[src/rtl/uart_pkg.sv]
// Shared definitions for the UART receive path: parity modes, FSM states
// and bit positions of the per-byte error flags.
package uart_pkg;

    localparam int PAR_NONE = 0;
    localparam int PAR_EVEN = 1;
    localparam int PAR_ODD  = 2;

    localparam int ERR_PARITY = 0;
    localparam int ERR_FRAME  = 1;

    typedef enum logic [2:0] {
        ST_IDLE,
        ST_START,
        ST_DATA,
        ST_PARITY,
        ST_STOP,
        ST_PUSH,
        ST_BREAK
    } rx_state_e;

endpackage

[src/rtl/sync_fifo.sv]
// Single-clock FIFO with a look-ahead head: the oldest entry is presented
// on o_data whenever the FIFO is non-empty, and reads as zero when empty.
module sync_fifo #(
    parameter int Width = 10,
    parameter int Depth = 16
) (
    input  logic             i_clk,
    input  logic             i_rst,
    input  logic             i_push,
    input  logic [Width-1:0] i_data,
    input  logic             i_pop,
    output logic [Width-1:0] o_data,
    output logic             o_empty,
    output logic             o_full
);

    localparam int AW = $clog2(Depth);

    logic [Width-1:0] mem_q [Depth];
    logic [AW-1:0]    wr_ptr_q, rd_ptr_q;
    logic [AW:0]      count_q, count_d;
    logic             do_push, do_pop;

    assign o_empty = (count_q == '0);
    assign o_full  = (count_q == (AW+1)'(Depth));
    // Full is judged on the pre-pop count, so push-while-full always drops.
    assign do_push = i_push && !o_full;
    assign do_pop  = i_pop && !o_empty;
    assign o_data  = o_empty ? '0 : mem_q[rd_ptr_q];

    always_comb begin
        count_d = count_q;
        case ({do_push, do_pop})
            2'b10:   count_d = count_q + 1'b1;
            2'b01:   count_d = count_q - 1'b1;
            default: ;
        endcase
    end

    always_ff @(posedge i_clk) begin
        if (i_rst) begin
            wr_ptr_q <= '0;
            rd_ptr_q <= '0;
            count_q  <= '0;
        end else begin
            if (do_push) wr_ptr_q <= wr_ptr_q + 1'b1;
            if (do_pop)  rd_ptr_q <= rd_ptr_q + 1'b1;
            count_q <= count_d;
        end
    end

    always_ff @(posedge i_clk) begin
        if (do_push) mem_q[wr_ptr_q] <= i_data;
    end

endmodule

[src/rtl/uart_rx_fifo.sv]
// Configurable-format UART receiver with start-bit glitch rejection, per-byte
// parity/framing flags and a receive FIFO drained through valid/ready.
module uart_rx_fifo
    import uart_pkg::*;
#(
    parameter int ClkFreq    = 10_000_000,
    parameter int BaudRate   = 115200,
    parameter int DataBits   = 8,
    parameter int ParityMode = 0,
    parameter int StopBits   = 1,
    parameter int FifoDepth  = 16
) (
    input  logic       i_clk,
    input  logic       i_rst,
    input  logic       i_rx,
    output logic       o_rx_valid,
    input  logic       i_rx_ready,
    output logic [7:0] o_rx_byte,
    output logic [1:0] o_rx_err,
    output logic       o_overrun,
    output logic       o_busy
);

    localparam int ClksPerBit = ClkFreq / BaudRate;
    localparam int HalfBit    = ClksPerBit / 2;
    localparam int CntW       = $clog2(ClksPerBit + 1);
    localparam logic [CntW-1:0] BitLoad  = CntW'(ClksPerBit - 1);
    localparam logic [CntW-1:0] HalfLoad = CntW'(HalfBit - 1);

    rx_state_e       state_q;
    logic            rx_meta_q, rx_s_q;
    logic [CntW-1:0] baud_q;
    logic [3:0]      bit_q;
    logic [7:0]      shift_q, shift_in;
    logic            par_err_q, frm_err_q;
    logic            tick, par_x;
    logic [1:0]      err;
    logic            fifo_full, fifo_empty;
    logic [9:0]      fifo_head;

    always_ff @(posedge i_clk) begin
        if (i_rst) begin
            rx_meta_q <= 1'b1;
            rx_s_q    <= 1'b1;
        end else begin
            rx_meta_q <= i_rx;
            rx_s_q    <= rx_meta_q;
        end
    end

    assign tick  = (baud_q == '0);
    assign par_x = (^shift_q) ^ rx_s_q;

    // LSB-first: each sample enters at the top data bit, so the byte ends up
    // right-aligned with zeros above DataBits.
    always_comb begin
        shift_in = {1'b0, shift_q[7:1]};
        shift_in[DataBits-1] = rx_s_q;
    end

    always_ff @(posedge i_clk) begin
        if (i_rst) begin
            state_q   <= ST_IDLE;
            baud_q    <= '0;
            bit_q     <= '0;
            shift_q   <= '0;
            par_err_q <= 1'b0;
            frm_err_q <= 1'b0;
        end else begin
            if (!tick) baud_q <= baud_q - 1'b1;
            unique case (state_q)
                ST_IDLE: if (!rx_s_q) begin
                    state_q   <= ST_START;
                    baud_q    <= HalfLoad;
                    bit_q     <= '0;
                    shift_q   <= '0;
                    par_err_q <= 1'b0;
                    frm_err_q <= 1'b0;
                end
                ST_START: if (tick) begin
                    if (rx_s_q) begin
                        state_q <= ST_IDLE;
                    end else begin
                        state_q <= ST_DATA;
                        baud_q  <= BitLoad;
                    end
                end
                ST_DATA: if (tick) begin
                    shift_q <= shift_in;
                    baud_q  <= BitLoad;
                    if (bit_q == 4'(DataBits - 1)) begin
                        bit_q   <= '0;
                        state_q <= (ParityMode != PAR_NONE) ? ST_PARITY : ST_STOP;
                    end else begin
                        bit_q <= bit_q + 1'b1;
                    end
                end
                ST_PARITY: if (tick) begin
                    par_err_q <= (ParityMode == PAR_ODD) ? !par_x : par_x;
                    baud_q    <= BitLoad;
                    state_q   <= ST_STOP;
                end
                ST_STOP: if (tick) begin
                    if (!rx_s_q) frm_err_q <= 1'b1;
                    if (bit_q == 4'(StopBits - 1)) begin
                        state_q <= ST_PUSH;
                    end else begin
                        bit_q  <= bit_q + 1'b1;
                        baud_q <= BitLoad;
                    end
                end
                // A framing error usually means a held-low line; wait for idle.
                ST_PUSH:  state_q <= frm_err_q ? ST_BREAK : ST_IDLE;
                ST_BREAK: if (rx_s_q) state_q <= ST_IDLE;
                default:  state_q <= ST_IDLE;
            endcase
        end
    end

    always_comb begin
        err = '0;
        err[ERR_PARITY] = par_err_q;
        err[ERR_FRAME]  = frm_err_q;
    end

    sync_fifo #(
        .Width (10),
        .Depth (FifoDepth)
    ) u_fifo (
        .i_clk   (i_clk),
        .i_rst   (i_rst),
        .i_push  (state_q == ST_PUSH),
        .i_data  ({err, shift_q}),
        .i_pop   (i_rx_ready),
        .o_data  (fifo_head),
        .o_empty (fifo_empty),
        .o_full  (fifo_full)
    );

    assign o_rx_valid = !fifo_empty;
    assign o_rx_byte  = fifo_head[7:0];
    assign o_rx_err   = fifo_head[9:8];
    assign o_overrun  = (state_q == ST_PUSH) && fifo_full;
    assign o_busy     = (state_q != ST_IDLE);

endmodule

[config.mk]
export PLATFORM = sky130hd
export DESIGN_NAME = uart_rx_fifo
export DESIGN_NICKNAME = d
export VERILOG_FILES = /design/src/rtl/uart_pkg.sv /design/src/rtl/sync_fifo.sv /design/src/rtl/uart_rx_fifo.sv
export SDC_FILE = /design/constraint.sdc
export NUM_CORES = 1
export LEC_CHECK = 0
export BUFFER_PORTS_ARGS = -buffer_cell sky130_fd_sc_hd__buf_2
export CAP_MARGIN = 20
export CORE_ASPECT_RATIO = 1.5
export CORE_MARGIN = 1
export CORE_UTILIZATION = 65
export CTS_CLUSTER_SIZE = 20
export DETAILED_ROUTE_END_ITERATION = 10
export PLACE_DENSITY = 0.82
export SYNTH_ARGS = -nofsm -noshare
export SYNTH_HDL_FRONTEND = slang
export SYNTH_SLANG_ARGS = --single-unit
[constraint.sdc]
create_clock -name i_clk -period 8.3 [get_ports i_clk]
set_input_delay 1.245 -clock i_clk [delete_from_list [all_inputs] [get_ports i_clk]]
set_output_delay 1.245 -clock i_clk [all_outputs]
set_load 0.005 [all_outputs]
==> impl_metrics.env, run 1 <==
export IMPL_outcome="finished clean"
export IMPL_synth_ff_type="edfxtp_1"
export IMPL_slowest_delay_ns=0.61
export IMPL_grt_ovfl_total=0
export IMPL_initial_core_util=0.673
export IMPL_grt_pass1_wl_um=26800
export IMPL_post_cts_resized=0
export IMPL_dr_pass1_iters=5
export IMPL_clockPowerShare=0.363
export IMPL_maxSlewViolCount=0
export IMPL_grt_pass1_vias=4831
export IMPL_clk_pin_slew_ns=0.06
export IMPL_crit_fanout=40
export IMPL_critPathBufInv=2
export IMPL_drive_above_1_share=0.202
export IMPL_grtUsageTotal=0.274
export IMPL_portBuffers=16
export IMPL_seqPwrFrac=0.540
export IMPL_final_setup_viol_count=0
export IMPL_r2r_slack_ns=4.90
export IMPL_dieWidth_um=95.4
export IMPL_clk_latency_ns=0.48
export IMPL_clk_path_buf_depth=3
export IMPL_reg2reg_depth=10
export IMPL_p_int_w=0.00161
export IMPL_fin_ws_ns=4.18
export IMPL_numCtsBuffers=18
export IMPL_vias=4762
export IMPL_worst_pin_slew_ns=1.14
export IMPL_cts_tree="done"
export IMPL_cp_data_required_time_ns=7.05
export IMPL_synthesis_nets=554
export IMPL_fin_cells=724
export IMPL_r2r_start="state_q[2]"
export IMPL_post_cts_buffers=0
export IMPL_antenna_found_initial=0
export IMPL_power_density_nw_per_um2=225
export IMPL_cp_top_family="multiplexers"
export IMPL_period_share=0.497
export IMPL_layout_min_cycle_time_ns=4.12
export IMPL_viasPerCell=6.58
export IMPL_yosys_warnings=0
export IMPL_fin_tns_setup_ns=0
export IMPL_grt_max_degree=41
export IMPL_async_flop_share=0
export IMPL_clkSinkCount=203
export IMPL_coreArea_um2=12600
export IMPL_ys_ff_latch=203
export IMPL_peakVddDrop_v=0.000202
export IMPL_drtIter0Drc=373
export IMPL_drc=0
export IMPL_final_antenna_net_count=0
export IMPL_die_h_um=142
export IMPL_whs_endpoint="rx_s_q"
export IMPL_synthDistinctLibCells=57
export IMPL_hold_viol=0
export IMPL_layout_nets=575
export IMPL_syn2layout_area_growth_pct=9.46
export IMPL_gp_congestion=0.843
export IMPL_synth_cells=535
export IMPL_cap_violations=0
export IMPL_worstSetupPathType="reg2out"
export IMPL_dieArea_um2=13600
export IMPL_cts_root_buffer="clkbuf_16"
export IMPL_htreeDepth=1
export IMPL_dp_cells=692
export IMPL_postCtsHoldBufs=0
export IMPL_max_freq_ghz=0.242
export IMPL_diodes=0
export IMPL_syn_area_per_cell_um2=15.9
export IMPL_start_kind="register"
export IMPL_crit_path_cell_trace="buf_4 -> mux4_2 -> mux4_2 -> and2_1 -> buf_2"
export IMPL_min_delay_path_depth=1
export IMPL_combPwrFrac=0.098
export IMPL_cpMostUsedCell="mux4_2"
export IMPL_crit_slowest_cell="mux4_2"
export IMPL_critPathCaptureType="primary output"
export IMPL_routed_wl_um=17500
export IMPL_p_switching_w=0.000484
export IMPL_yosysSeqAreaShare=0.666
export IMPL_worstHoldStart="rx_meta_q"
export IMPL_ioPinCount=17
export IMPL_crit_arrival_ns=2.88
export IMPL_std_cell_rows=50
export IMPL_utilization=0.736
export IMPL_worst_r2r_endpoint="u_fifo.count_q[4]"
export IMPL_hpwl_um=10900
export IMPL_dp_slack_ns=4.63
export IMPL_p_sw_frac=0.231
export IMPL_synth_area_um2=8500
export IMPL_wl_per_cell_um=24.2
export IMPL_rsz0062_at_grt="no"
export IMPL_power_leakage_nw=3.07
export IMPL_finClkSkew_ns=0.0164
export IMPL_synth_edf_count=160
export IMPL_hp_class="reg2reg"
export IMPL_slew_headroom=0.240
how the worst max path moves through the flow:
stage | endpoint | cells past startpoint
CTS | o_rx_byte[2] | 5
detailed placement | o_rx_byte[2] | 5
floorplan | u_fifo.count_q[4] | 9
global placement | o_rx_byte[2] | 5
finish | o_rx_byte[2] | 5
global route | o_rx_byte[2] | 5
synthesized netlist by cell type, types with 4 or more instances:
master | number | area [µm²]
inv_1 | 18 | 67.6
edfxtp_1 | 160 | 4800
nand2_1 | 21 | 78.8
a21oi_1 | 30 | 150
buf_2 | 4 | 20.0
nand3_1 | 9 | 45.0
dfxtp_1 | 43 | 861
nor2b_1 | 6 | 37.5
o21ai_0 | 7 | 35.0
mux2i_1 | 4 | 40.0
clkbuf_1 | 24 | 90.1
xor2_1 | 8 | 70.1
or2_2 | 4 | 25.0
ha_1 | 14 | 175
nor2_1 | 43 | 161
xnor2_1 | 12 | 105
nand2b_1 | 4 | 25.0
and2_1 | 11 | 68.8
nor3_1 | 10 | 50.1
mux4_2 | 50 | 1130
placed cells by master, fill, tap and decap left out, drive strengths merged, types with 5 or more instances in the layout:
| cell type | synthesis | final |
|---|---|---|
| a21oi | 30 | 30 |
| and2 | 11 | 11 |
| buf | 6 | 31 |
| clkbuf | 24 | 26 |
| clkinv | 0 | 5 |
| dfxtp | 43 | 43 |
| edfxtp | 160 | 160 |
| ha | 14 | 14 |
| inv | 19 | 19 |
| mux4 | 50 | 50 |
| nand2 | 21 | 21 |
| nand3 | 9 | 9 |
| nor2 | 43 | 43 |
| nor2b | 6 | 6 |
| nor3 | 10 | 10 |
| o21ai | 7 | 7 |
| xnor2 | 12 | 12 |
| xor2 | 8 | 8 |
power by group through the flow:
stage / registers, W / logic (W) / clock network, W
floorplan: 0.00114 / 0.000180 / 0
global placement: 0.00115 / 0.000192 / 0
detailed placement: 0.00115 / 0.000202 / 0
CTS: 0.00113 / 0.000203 / 0.000767
global route: 0.00113 / 0.000226 / 0.000804
finish: 0.00113 / 0.000205 / 0.000759
registers in the layout, indices dropped and copies added, names as in the netlist, named ones only:
name / flops
u_fifo.mem_q: 160
shift_q: 8
baud_q: 7
u_fifo.count_q: 5
bit_q: 4
u_fifo.rd_ptr_q: 4
u_fifo.wr_ptr_q: 4
state_q: 3
frm_err_q: 1
par_err_q: 1
rx_meta_q: 1
rx_s_q: 1
per-stage QoR:
step / power [W] / instance area [µm²] / hold WS (ns)
detailed placement: 0.00135 / 8780 / 0.402
global placement: 0.00134 / 8740 / 0.398
finish: 0.00209 / 9310 / 0.418
floorplan: 0.00132 / 8500 / 0.389
global route: 0.00216 / 9310 / 0.446
CTS: 0.00210 / 9310 / 0.424
cells by family after synthesis:
| kind of cell | Yosys count | synth area share |
|---|---|---|
| AO/OA/AOI/OAI | 65 | 0.0497 |
| XOR/XNOR | 21 | 0.0233 |
| adder cells (fa/ha/maj) | 15 | 0.0230 |
| buffers and inverters | 49 | 0.0234 |
| flip-flops | 203 | 0.666 |
| multiplexers | 55 | 0.138 |
| AND/OR/NAND/NOR | 127 | 0.0758 |
layer usage:
layer  wire (µm)  track usage  vias up  part of all wire
li1            -            -     2100                 -
met1        6470        0.340     2416              0.37
met2        9460        0.486      201              0.54
met3        1010       0.0374       45             0.058
met5           0            0        -                 0
met4         548       0.0951        0             0.031
area by class of cell:
cell class,instances,area [µm²]
clock buffer,26,502
clock inverter,6,27.5
fill,759,3330
inverter,19,73.8
multi-input combinational,283,2640
sequential,203,5670
tap,156,195
timing repair buffer,31,204
(Power assumes the default switching activity.)
==> run 2, diff against run 1 <==
- CORE_UTILIZATION: 65 -> 62
- PLACE_DENSITY: 0.82 -> 0.79
- clock period: 8.3 -> 3.95 ns (I/O delays scaled with it)
==> impl_metrics.env, run 2 (same netlist as run 1, synthesis figures left out) <==
export IMPL_outcome="finished with violations"
export IMPL_violations="DRC"
export IMPL_grt_pass1_wl_um=27000
export IMPL_min_delay_path_depth=2
export IMPL_diodes=0
export IMPL_antenna_found_initial=0
export IMPL_crit_path_cell_trace="buf_12 -> mux4_2 -> mux4_2 -> and2_1 -> buf_2"
export IMPL_worst_r2r_endpoint="u_fifo.count_q[4]"
export IMPL_power_leakage_nw=3.14
export IMPL_combPwrFrac=0.096
export IMPL_std_cell_rows=52
export IMPL_cts_tree="done"
export IMPL_period_share=0.845
export IMPL_fin_tns_setup_ns=0
export IMPL_cp_data_required_time_ns=3.36
export IMPL_crit_slowest_cell="dfxtp_2"
export IMPL_worstSetupPathType="reg2out"
export IMPL_grtUsageTotal=0.252
export IMPL_dieArea_um2=14200
export IMPL_dr_pass1_iters=8
export IMPL_numCtsBuffers=18
export IMPL_grt_pass1_vias=4888
export IMPL_post_cts_buffers=0
export IMPL_post_cts_resized=0
export IMPL_drive_above_1_share=0.213
export IMPL_seqPwrFrac=0.523
export IMPL_worst_pin_slew_ns=1.11
export IMPL_hp_class="in2reg"
export IMPL_layout_nets=579
export IMPL_initial_core_util=0.631
export IMPL_max_freq_ghz=0.300
export IMPL_clockPowerShare=0.381
export IMPL_layout_min_cycle_time_ns=3.34
export IMPL_syn2layout_area_growth_pct=11.0
export IMPL_coreArea_um2=13500
export IMPL_r2r_slack_ns=0.83
export IMPL_drc=6
export IMPL_hpwl_um=10900
export IMPL_cpMostUsedCell="mux4_2"
export IMPL_p_switching_w=0.00102
export IMPL_reg2reg_depth=12
export IMPL_regMostFlops="u_fifo.mem_q"
export IMPL_final_antenna_net_count=0
export IMPL_crit_fanout=14
export IMPL_endpoint="o_rx_byte[3]"
export IMPL_utilization=0.701
export IMPL_start_kind="register"
export IMPL_power_density_nw_per_um2=481
export IMPL_clk_latency_ns=0.47
export IMPL_routed_wl_um=17100
export IMPL_die_h_um=145
export IMPL_reg_top3="u_fifo.mem_q x160, shift_q x8, baud_q x7"
export IMPL_gp_congestion=0.860
export IMPL_cts_root_buffer="clkbuf_16"
export IMPL_clk_path_buf_depth=3
export IMPL_final_common_cell="edfxtp_1"
export IMPL_grt_max_degree=40
export IMPL_cap_violations=0
export IMPL_dieWidth_um=97.6
export IMPL_finClkSkew_ns=0.0129
export IMPL_rsz0062_at_grt="no"
export IMPL_htreeDepth=1
export IMPL_slew_headroom=0.261
export IMPL_drtIter0Drc=396
export IMPL_grt_ovfl_total=0
export IMPL_slowest_delay_ns=0.69
export IMPL_hold_viol=0
export IMPL_peakVddDrop_v=0.000419
export IMPL_final_setup_viol_count=0
export IMPL_portBuffers=16
export IMPL_r2r_start="u_fifo.count_q[0]"
export IMPL_crit_arrival_ns=2.74
export IMPL_clkSinkCount=203
export IMPL_viasPerCell=6.43
export IMPL_layout_common_cells="edfxtp_1 (160), mux4_2 (50), nor2_1 (43), dfxtp_1 (41), a21oi_1 (30)"
export IMPL_wl_per_cell_um=23.3
export IMPL_p_int_w=0.00352
export IMPL_postCtsHoldBufs=0
export IMPL_ioPinCount=17
export IMPL_vias=4718
export IMPL_largest_reg_flops=160
export IMPL_clk_pin_slew_ns=0.06
export IMPL_maxSlewViolCount=0
export IMPL_p_sw_frac=0.225
export IMPL_critPathCaptureType="primary output"
## run 2: cell types whose count changed in the layout (fill, tap and decap cells not counted), sizes merged
| cell | change |
|---|---|
| buf | +4 |
| bufinv | +1 |
| clkbuf | +2 |
| clkinv | -2 |
| clkinvlp | -1 |
## run 2: worst min path at each step
stage | end | slack (ns) | startpoint
after floorplan | rx_s_q | 0.39 | rx_meta_q
after global placement | rx_s_q | 0.40 | rx_meta_q
after detailed placement | rx_s_q | 0.40 | rx_meta_q
after CTS | rx_meta_q | 0.29 | i_rx
after global routing | rx_meta_q | 0.31 | i_rx
final | rx_meta_q | 0.30 | i_rx
## run 2: stage by stage
step	instance area, µm²	worst slack [ns]	std cells	total power (W)	hold WS, ns
detailed placement	8840	0.874	701	0.00284	0.399
global placement	8790	0.996	697	0.00283	0.401
global route	9440	0.508	734	0.00468	0.308
floorplan	8500	1.15	535	0.00277	0.389
CTS	9430	0.587	733	0.00455	0.291
finish	9440	0.613	734	0.00454	0.300
## run 2: power by group through the flow
stage          Sequential, W  Combinational, W  Clock (W)
2_1_floorplan        0.00239          0.000378          0
3_3_place_gp         0.00242          0.000411          0
3_5_place_dp         0.00242          0.000422          0
4_1_cts              0.00237          0.000426    0.00175
5_1_grt              0.00238          0.000483    0.00182
6_report             0.00237          0.000436    0.00173
## run 2: routing by layer
metal,global-route usage,share of wire,up-vias,wire length [µm]
met2,0.459,0.54,175,9240
met4,0.0848,0.025,0,431
met3,0.0240,0.044,38,743
li1,-,-,2107,-
met5,0,0,-,0
met1,0.317,0.39,2398,6650
## run 2: worst max-delay path: cells and delay by family, from the launching register on
family	cells	cell delay, ns
buffers and inverters	2	0.39
DFF	1	0.69
muxes	2	1.00
and+or+nand+nor	1	0.20
## run 2: cell type report
class / instances / area [µm²]
Fill cell: 843 / 4030
Inverter: 19 / 73.8
Clock buffer: 28 / 549
Timing Repair Buffer: 35 / 267
Multi-Input combinational cell: 283 / 2640
Tap cell: 162 / 203
Sequential cell: 203 / 5670
Clock inverter: 4 / 42.5
==> run 3, diff against run 2 <==
- CORE_UTILIZATION: 62 -> 56
- PLACE_DENSITY: 0.79 -> 0.75
- clock period: 3.95 -> 2.8 ns (I/O delays scaled with it)
==> impl_metrics.env, run 3 (same netlist as run 1, synthesis figures left out) <==
export IMPL_cts_root_buffer="clkbuf_16"
export IMPL_maxSlewViolCount=0
export IMPL_crit_path_cell_trace="buf_12 -> clkbuf_16 -> mux4_2 -> mux4_2 -> and2_1 -> buf_2"
export IMPL_period_share=1.01
export IMPL_clk_path_buf_depth=3
export IMPL_timing_hold_ws_ns=0.132
export IMPL_peakVddDrop_v=0.000593
export IMPL_largest_reg_flops=160
export IMPL_power_density_nw_per_um2=669
export IMPL_portBuffers=16
export IMPL_worstSetupPathType="reg2out"
export IMPL_violations="setup timing"
export IMPL_dieArea_um2=15700
export IMPL_fin_tns_setup_ns=-0.149
export IMPL_dp_slack_ns=-0.000681
export IMPL_drtIter0Drc=325
export IMPL_grt_pass1_vias=4940
export IMPL_coreArea_um2=14700
export IMPL_clkSinkCount=203
export IMPL_dieWidth_um=103
export IMPL_cap_violations=0
export IMPL_crit_slowest_cell="mux4_2"
export IMPL_fin_ws_ns=-0.0313
export IMPL_routed_wl_um=16500
export IMPL_numCtsBuffers=19
export IMPL_hpwl_um=10800
export IMPL_diodes=0
export IMPL_rsz0062_at_grt="yes"
export IMPL_final_common_cell="edfxtp_1"
export IMPL_die_h_um=153
export IMPL_std_cell_rows=54
export IMPL_grt_ovfl_total=0
export IMPL_hold_viol=0
export IMPL_cpMostUsedCell="mux4_2"
export IMPL_start_kind="register"
export IMPL_wl_per_cell_um=21.3
export IMPL_grtUsageTotal=0.221
export IMPL_worst_pin_slew_ns=1.08
export IMPL_power_leakage_nw=3.21
export IMPL_slew_headroom=0.276
export IMPL_final_setup_viol_count=9
export IMPL_hp_class="in2reg"
export IMPL_slowest_delay_ns=0.48
export IMPL_clk_latency_ns=0.48
export IMPL_max_freq_ghz=0.353
export IMPL_cts_tree="done"
export IMPL_initial_core_util=0.580
export IMPL_reg_top3="u_fifo.mem_q x160, shift_q x8, baud_q x7"
export IMPL_grt_pass1_wl_um=25700
export IMPL_drc=0
export IMPL_layout_nets=588
export IMPL_critPathBufInv=3
export IMPL_clk_pin_slew_ns=0.07
export IMPL_gp_congestion=0.857
export IMPL_htreeDepth=1
export IMPL_outcome="finished with violations"
export IMPL_cp_data_required_time_ns=2.38
export IMPL_antenna_found_initial=0
export IMPL_layout_min_cycle_time_ns=2.83
export IMPL_viasPerCell=5.98
export IMPL_fillCellCount=1000
export IMPL_cp_top_family="multiplexers"
export IMPL_crit_arrival_ns=2.41
export IMPL_layout_common_cells="edfxtp_1 (160), mux4_2 (50), nor2_1 (43), dfxtp_1 (41), a21oi_1 (30)"
export IMPL_final_antenna_net_count=0
export IMPL_ioPinCount=17
export IMPL_grt_max_degree=41
export IMPL_regMostFlops="u_fifo.mem_q"
export IMPL_drive_above_1_share=0.238
export IMPL_critPathCaptureType="primary output"
export IMPL_dr_pass1_iters=5
export IMPL_finClkSkew_ns=0.0166
export IMPL_syn2layout_area_growth_pct=13.1
export IMPL_crit_fanout=4
export IMPL_vias=4647
[run 3: power by group]
part | switching [W] | internal (W) | leakage (nW)
clock network | 0.00106 | 0.00140 | 0.301
logic | 0.000374 | 0.000277 | 1.08
registers | 0.0000640 | 0.00326 | 1.83
[run 3: path summary, 6_finish.rpt]
check,start,to,slack [ns],depth (start not counted)
setup / recovery,register,o_rx_byte[5],-0.03,6
hold / removal,i_rx,rx_meta_q,0.13,2
setup reg to reg,u_fifo.count_q[0],u_fifo.count_q[4],0.14,11
hold reg to reg,rx_meta_q,rx_s_q,0.44,1
[run 3: cell type report]
cell class / instances / area [µm²] / share of cell area
inverter: 19 / 73.8 / 0.00768
sequential: 203 / 5670 / 0.590
timing repair buffer: 43 / 370 / 0.0385
multi-input combinational: 283 / 2660 / 0.276
clock buffer: 23 / 510 / 0.0531
tap: 196 / 245 / 0.0255
clock inverter: 10 / 83.8 / 0.00872
[run 3: what timing repair did]
| item | in CTS | in global routing |
|---|---|---|
| hold buffers | 0 | 0 |
| buffers inserted | 1 | 1 |
| cloned | 1 | 1 |
| resized for setup | 3 | 4 |
| endpoints found under the setup margin | 11 | 11 |
[run 3: stage by stage]
step                      area [µm²]   util  cells  power, W
final                           9610  0.656    777   0.00643
after global routing            9610  0.656    777   0.00665
after CTS                       9570  0.652    775   0.00647
after detailed placement        8910  0.608    740   0.00403
after global placement          8910  0.608    740   0.00401
after floorplan                 8500      -    535   0.00391
[run 3: layer usage]
layer | up-vias | track usage | routed length, µm
met1 | 2339 | 0.257 | 6030
met2 | 139 | 0.397 | 9150
met3 | 45 | 0.0306 | 764
met4 | 0 | 0.0946 | 579
met5 | - | 0 | 0
li1 | 2124 | - | -
